==> config.mk <==
export PLATFORM = sky130hd
export DESIGN_NAME = pipelined_adder_unit_flat
export DESIGN_NICKNAME = d
export VERILOG_FILES = /design/src/rtl/pipelined_adder_unit_if.sv /design/src/rtl/pipelined_adder_unit.sv /design/src/flat_wrapper.sv
export SDC_FILE = /design/constraint.sdc
export NUM_CORES = 1
export LEC_CHECK = 0
export BUFFER_PORTS_ARGS = -buffer_cell sky130_fd_sc_hd__buf_2
export CORE_MARGIN = 5
export CORE_UTILIZATION = 35
export CTS_CLUSTER_DIAMETER = 200
export DETAILED_ROUTE_END_ITERATION = 7
export PLACE_DENSITY = 0.58
export SYNTH_ARGS = -nofsm -noshare
export SYNTH_HDL_FRONTEND = slang
export SYNTH_SLANG_ARGS = --single-unit
==> constraint.sdc <==
create_clock -name clk -period 4.13 [get_ports clk]
set_input_delay 0.413 -clock clk [delete_from_list [all_inputs] [get_ports clk]]
set_output_delay 0.413 -clock clk [all_outputs]
set_load 0.05 [all_outputs]
==> src/rtl/pipelined_adder_unit_if.sv <==
// Handshake bundle for pipelined_adder_unit: operand/op input channel with
// valid/ready, and result output channel with valid/ready.
// master: the stimulus/driver side; slave: the adder unit.
`timescale 1ns/1ps

interface pipelined_adder_unit_if #(
    parameter int WIDTH = 8
);
    logic [WIDTH-1:0] a;
    logic [WIDTH-1:0] b;
    logic [1:0]       op;
    logic             in_valid;
    logic             in_ready;
    logic [WIDTH:0]   c;
    logic             out_valid;
    logic             out_ready;

    modport master (
        output a,
        output b,
        output op,
        output in_valid,
        input  in_ready,
        input  c,
        input  out_valid,
        output out_ready
    );

    modport slave (
        input  a,
        input  b,
        input  op,
        input  in_valid,
        output in_ready,
        output c,
        output out_valid,
        input  out_ready
    );
endinterface

==> src/rtl/pipelined_adder_unit.sv <==
// Pipelined add/sub/accumulate unit with valid/ready on both sides.
// The result is computed when a transaction is accepted and then travels
// through STAGES register stages; a single global stall freezes the whole
// pipe while the output is valid and not taken.
// Optional feature: define ADDER_OVF_EN to add the sticky accumulator
// overflow flag output ovf.
`timescale 1ns/1ps

module pipelined_adder_unit #(
    parameter int WIDTH  = 8,
    parameter int STAGES = 2
) (
    input  logic                  clk,
    input  logic                  reset,
    pipelined_adder_unit_if.slave bus
`ifdef ADDER_OVF_EN
    ,
    output logic                  ovf
`endif
);

    localparam int RW = WIDTH + 1;

    logic [STAGES-1:0] stage_valid;
    logic [RW-1:0]     stage_data [STAGES];
    logic [RW-1:0]     acc;
    logic [RW-1:0]     acc_sum;
    logic [RW-1:0]     acc_next;
    logic [RW-1:0]     result;
    logic              advance;
    logic              accept;

    // Global stall, accept qualification and the accept-time result.
    // acc is updated here at accept so accumulate chains need no forwarding.
    always_comb begin
        advance  = !stage_valid[STAGES-1] || bus.out_ready;
        accept   = bus.in_valid && advance;
        acc_sum  = acc + {1'b0, bus.a};
        acc_next = acc;
        result   = '0;
        case (bus.op)
            2'b00: result = {1'b0, bus.a} + {1'b0, bus.b};
            2'b01: result = {1'b0, bus.a} - {1'b0, bus.b};
            2'b10: begin
                acc_next = acc_sum;
                result   = acc_sum;
            end
            2'b11: begin
                acc_next = {1'b0, bus.a};
                result   = {1'b0, bus.a};
            end
            default: result = '0;
        endcase
    end

    assign bus.in_ready  = advance;
    assign bus.c         = stage_data[STAGES-1];
    assign bus.out_valid = stage_valid[STAGES-1];

    // Pipeline shift: stage 0 takes the new result (or a bubble), the rest
    // move down one place; everything holds while stalled.
    always_ff @(posedge clk) begin
        if (reset) begin
            stage_valid <= '0;
            for (int i = 0; i < STAGES; i++) begin
                stage_data[i] <= '0;
            end
        end else if (advance) begin
            stage_valid[0] <= accept;
            stage_data[0]  <= result;
            for (int i = 1; i < STAGES; i++) begin
                stage_valid[i] <= stage_valid[i-1];
                stage_data[i]  <= stage_data[i-1];
            end
        end
    end

    // Accumulator: only accumulate and load ops touch it, and only on accept.
    always_ff @(posedge clk) begin
        if (reset) begin
            acc <= '0;
        end else if (accept && bus.op[1]) begin
            acc <= acc_next;
        end
    end

`ifdef ADDER_OVF_EN
    logic acc_wrap;

    // A modular sum smaller than the old acc means the add carried out.
    assign acc_wrap = (acc_sum < acc);

    // Sticky overflow: set by a wrapping accumulate, cleared by a load.
    always_ff @(posedge clk) begin
        if (reset) begin
            ovf <= 1'b0;
        end else if (accept && (bus.op == 2'b10) && acc_wrap) begin
            ovf <= 1'b1;
        end else if (accept && (bus.op == 2'b11)) begin
            ovf <= 1'b0;
        end
    end
`endif

endmodule

==> src/flat_wrapper.sv <==
// flat-port wrapper written by rule: the top's interface ports become plain ports
module pipelined_adder_unit_flat 
#(
    parameter int WIDTH  = 8,
    parameter int STAGES = 2
)
  (clk, reset, bus_a, bus_b, bus_op, bus_in_valid, bus_in_ready, bus_c, bus_out_valid, bus_out_ready);
  pipelined_adder_unit_if #(.WIDTH(WIDTH)) bus_i ();
  input  logic clk;
  input  logic reset;
  input wire logic [$bits(bus_i.a)-1:0] bus_a;
  input wire logic [$bits(bus_i.b)-1:0] bus_b;
  input wire logic [$bits(bus_i.op)-1:0] bus_op;
  input wire logic [$bits(bus_i.in_valid)-1:0] bus_in_valid;
  output wire logic [$bits(bus_i.in_ready)-1:0] bus_in_ready;
  output wire logic [$bits(bus_i.c)-1:0] bus_c;
  output wire logic [$bits(bus_i.out_valid)-1:0] bus_out_valid;
  input wire logic [$bits(bus_i.out_ready)-1:0] bus_out_ready;
  assign bus_i.a = bus_a;
  assign bus_i.b = bus_b;
  assign bus_i.op = bus_op;
  assign bus_i.in_valid = bus_in_valid;
  assign bus_in_ready = bus_i.in_ready;
  assign bus_c = bus_i.c;
  assign bus_out_valid = bus_i.out_valid;
  assign bus_i.out_ready = bus_out_ready;
  pipelined_adder_unit #(.WIDTH(WIDTH), .STAGES(STAGES)) u_core (.clk(clk), .reset(reset), .bus(bus_i));
endmodule
# --- Word-level counts from Yosys, hierarchy flattened ---
# Memories as Yosys holds them, arrays and structs flattened.
# Index checks and enable logic that the tools add are counted.
classes:
  n_addsub: 3
  n_eq_ne: 3
  mux: 9
  n_bitwise: 2
  reduce_logical: 7
op_table:
  columns: ["op", "count"]
  rows:
  - ["9-bit case mux with 4 select lines", 1]
  - ["9-bit 2-to-1 mux", 2]
  - ["9-bit case mux with 2 select lines", 1]
  - ["8-bit by 8-bit adder with 9-bit output", 1]
  - ["9-bit by 8-bit adder with 9-bit output", 1]
  - ["8-bit by 8-bit subtractor with 9-bit output", 1]
  - ["1-bit 2-to-1 mux", 5]
  - ["2-bit equality test (second input constant)", 2]
  - ["2-bit by 1-bit equality test with 1-bit output (second input constant)", 1]
  - ["1-bit logical AND", 2]
  - ["2-bit logical NOT", 1]
  - ["1-bit OR", 2]
  - ["2-bit AND reduction", 1]
  - ["2-bit nonzero test", 1]
  - ["1-bit logical NOT", 1]
  - ["1-bit logical OR", 1]
word_totals:
  register_bits: 11
  ramBits: 18
  inputBits: 22
  output_inout_bits: 11
  word_cells: 27
  memories: 1
mem_list:
  columns: ["memory", "words", "word_bits", "read_ports", "rd_ports_with_merged_regs", "write_ports", "line", "rtl"]
  rows:
  - ["u_core.stage_data", 2, 9, 2, 0, 2, "pipelined_adder_unit.sv:25", "logic [RW-1:0] stage_data [STAGES];"]

# --- Depth between registers and ports, before layout ---
logic_depth:
  word_depth: 6
  mapped_depth: 12
  mapped_depth_nobuf: 11

# --- Worst setup path before layout ---
# OpenSTA, ideal clock, no wires.
synth_timing:
  path_kind: "input to register"
  start: "input port bus_op[0]"
  end: "memory u_core.stage_data[0][8] (netlist name), data pin"
  setup_ps: 267
  arrival_ps: 2565
  required_time_ps: 3863
  setup_slack_ps: 1299
  path_stages: 11
  path_buffers: 2
  cell_sequence: "clkbuf_1 -> nor2b_1 -> clkbuf_1 -> mux2i_1 -> fa_1 -> a21oi_1 -> o31ai_1 -> a21o_1 -> o31ai_1 -> mux2i_1 -> o22ai_1"
synth_lines:
  columns: ["element", "line", "rtl"]
  rows:
  - ["start, declared", "flat_wrapper.sv:13", "input wire logic [$bits(bus_i.op)-1:0] bus_op;"]
  - ["end, declared", "pipelined_adder_unit.sv:25", null]

==> results.toml <==
[detailed_routing]
via_count = 1758
drt_pre_antenna_iters = 4
wl_um = 4840
ant_nets = 0
avgRoutedWirePerCell_um = 14.2
drt_iter0_drc = 40
viasPerCell = 5.16
drc_errors = 0

[sta]
timing.hold.ws_ps = 391
max_freq_ghz = 0.339
clock-skew-final_ps = 6.38
finalSetupViolCount = 0
slew_headroom = 0.589
rsz0062_at_grt = "no"
setup_tns_ps = 0
finalMaxSlewViolations = 0
hold_viol_final = 0
min_period_ps = 2950
fin_crit_sh = 0.715
tightest_slew_ps = 615

[clocking]
ctsHoldBuffers = 0
postCtsSetupBuffers = 0
clk_latency_ps = 280
cts_max_path_buffers = 2
cts_tree = "done"
cts_buffers = 5
cts_sinks = 29
htree_num_levels = 2
clkTransAtPathRegs_ps = 60
clockRootBuffer = "clkbuf_8"
post_cts.resized_instances = 0

[floorplan]
core_area_mm2 = 0.00603
chipWidth_um = 89.3
initial_utilization = 0.365
fp-row-count = 28
dieHeight_um = 89.3
dieArea_mm2 = 0.00797
top_level_ports = 33

[placed_design]
place.gp.congestion = 0.865
numPortBuffers = 32
place_hpwl_um = 3730
dpl_cell_area_mm2 = 0.00235
numPlacedInstances = 333

[worst_setup_path]
cp_data_arrival_time_ps = 2970
crit_family = "compound AO/OA/AOI/OAI gates"
critPathKind = "input port to flop"
critical-path-max-stage-delay_ps = 470
reg2reg_to = "u_core.acc[8]$_SDFFE_PP0P_"
cp_cell_sequence = "buf_2, nor2b_1, mux2i_1, fa_1, a21oi_1, o31ai_1, a21o_1, o31ai_1, mux2i_1, o22ai_1"
worstPathRequired_ps = 4150
path_buf_inv = 1
rr_worst_depth = 9
worstPathMaxFanout = 19
cp-end-kind = "flop"
rr_startpoint = "u_core.acc[0]$_SDFFE_PP0P_"
regToRegSetupSlack_ps = 1770
startpoint_type = "input port"
critical_path.slowest_cell = "nor2b_1"

[finish]
areaGrowthSynthToFinish_pct = 10.6
final_cell_count_no_fill = 341
drive_gt1_frac = 0.177
final_cell_area_mm2 = 0.00243
final_util = 0.404
antenna_cells = 0
nNetsFinal = 306

[yosys]
yosysMostFrequentCell = "nor2_1"
syn_area_mm2 = 0.00220
async_flop_share = 0
synthCells = 245
syn-num-nets = 286
synth-edff-count = 18
synth_top_area_share = 0.246
syn_avg_cell_area_um2 = 8.97
synth-seq-cells = 29
ys_warn_count = 0
ys_seq_area_frac = 0.346
netlist.top_cell.by_area = "edfxtp_1"
synthTopCellsByArea = "edfxtp_1 (25%), dfxtp_1 (10%), ha_1 (9.7%)"
synth_cell_types = 48
synthTopCellsByCount = "nor2_1 (26), edfxtp_1 (18), a21oi_1 (17), ha_1 (17), nand2_1 (13)"
synthFlopType = "edfxtp_1"

[pwr]
ir_worst_vdd_mv = 0.175
internal-power_uw = 556
p_clk_frac = 0.274
pwr-share-seq = 0.412
comb_power_share = 0.313
swShare = 0.335
power_leakage_nw = 1.06
p_per_area_mw_per_mm2 = 344
switchingPower_uw = 280

[worst_hold_path]
min_path_type = "input port to flop"
holdPathStages = 3
hold_start = "bus_in_valid"
holdPathEnd = "u_core.stage_valid[0]$_SDFFE_PP0N_"

[run]
maxCapViolCount = 0

[global_route]
grt_pass1_vias = 1772
track_usage = 0.134
grt_antenna_before_repair = 0
grt_first_pass_wirelength_um = 8270
grt_max_degree = 20
overflow = 0

[status]
outcome = "finished clean"
[power groups by stage]
| stage | registers [mW] | logic (mW) | clock network, mW |
|---|---|---|---|
| 2_1_floorplan | 0.351 | 0.211 | 0 |
| 3_3_place_gp | 0.350 | 0.261 | 0 |
| 3_5_place_dp | 0.351 | 0.262 | 0 |
| 4_1_cts | 0.345 | 0.264 | 0.238 |
| 5_1_grt | 0.347 | 0.296 | 0.253 |
| 6_report | 0.345 | 0.262 | 0.229 |
[layout by cell type (no fill, tap or decap), types with 2 or more instances in the layout]
cell	synthesis	routed
nor3_1	7	7
nor2b_1	4	4
nand2_1	13	13
a31oi_1	4	4
ha_1	17	17
inv_1	12	12
or4_1	2	2
and2_1	12	12
o31ai_1	2	2
edfxtp_1	18	18
buf_2	1	32
nand3_1	3	3
a211oi_1	6	6
nor2_1	26	26
xnor2_1	9	9
o21bai_1	2	2
clkbuf_8	0	5
a21oi_1	17	17
o21ai_0	12	12
a21o_1	3	3
nand2b_1	6	6
xor2_1	6	6
clkinv_2	0	2
mux2i_1	6	6
fa_1	2	2
a311oi_1	2	2
or3_1	2	2
mux2_2	2	2
and3_1	2	2
dfxtp_1	11	11
[cell type report]
cell class                 count  area, um^2
clock buffer                   5        68.8
clock inverter                 3        17.5
fill                         648        3590
inverter                      12        45.0
multi-input combinational    185        1290
sequential                    29         761
tap                           75        93.8
timing repair buffer          32         160
[kinds of logic (layout without fill, tap and decap cells)]
family / after synthesis / count (layout) / synth area share
buf+inv: 31 / 52 / 0.0689
xor+xnor: 15 / 15 / 0.0598
mux: 8 / 8 / 0.0376
flops: 29 / 29 / 0.346
simple gates: 83 / 83 / 0.192
compound gates: 60 / 60 / 0.180
fa+ha+maj: 19 / 19 / 0.115
[how the worst max path moves through the flow]
stage               startpoint                               endpoint  slack (ps)  depth (start not counted)
floorplan            bus_op[0]  u_core.stage_data[0][8]$_SDFFCE_PN0P_        1300                         11
global placement     bus_op[0]  u_core.stage_data[0][8]$_SDFFCE_PN0P_         960                         10
detailed placement   bus_op[0]  u_core.stage_data[0][8]$_SDFFCE_PN0P_         900                         10
CTS                  bus_op[0]  u_core.stage_data[0][8]$_SDFFCE_PN0P_        1170                         10
global route         bus_op[0]  u_core.stage_data[0][8]$_SDFFCE_PN0P_         960                         10
finish               bus_op[0]  u_core.stage_data[0][8]$_SDFFCE_PN0P_        1180                         10
[metal layers]
metal | track usage | vias up | share of wire
met3 | 0.0350 | 11 | 0.056
met5 | 0 | - | 0
li1 | - | 907 | -
met2 | 0.217 | 37 | 0.48
met1 | 0.171 | 803 | 0.45
met4 | 0.0528 | 0 | 0.018
[per-stage QoR]
step	worst slack, ps	total power, mW
finish	1180	0.836
global route	964	0.895
CTS	1170	0.846
detailed placement	902	0.613
global placement	959	0.611
floorplan	1300	0.563
[worst register-to-register path: stages (launching register included)]
cell	delay [ps]
dfxtp_1	340
ha_1	160
inv_1	50
fa_1	420
and2b_1	240
o2111ai_1	160
a31oi_2	220
nor2_1	90
or4_1	480
a21oi_1	130
[flip-flops by register name (all words and copies together), names as in the netlist]
name                cells
u_core.acc              9
u_core.stage_valid      2
u_core.stage_data      18
No activity file was read; power rests on OpenSTA's default activity.
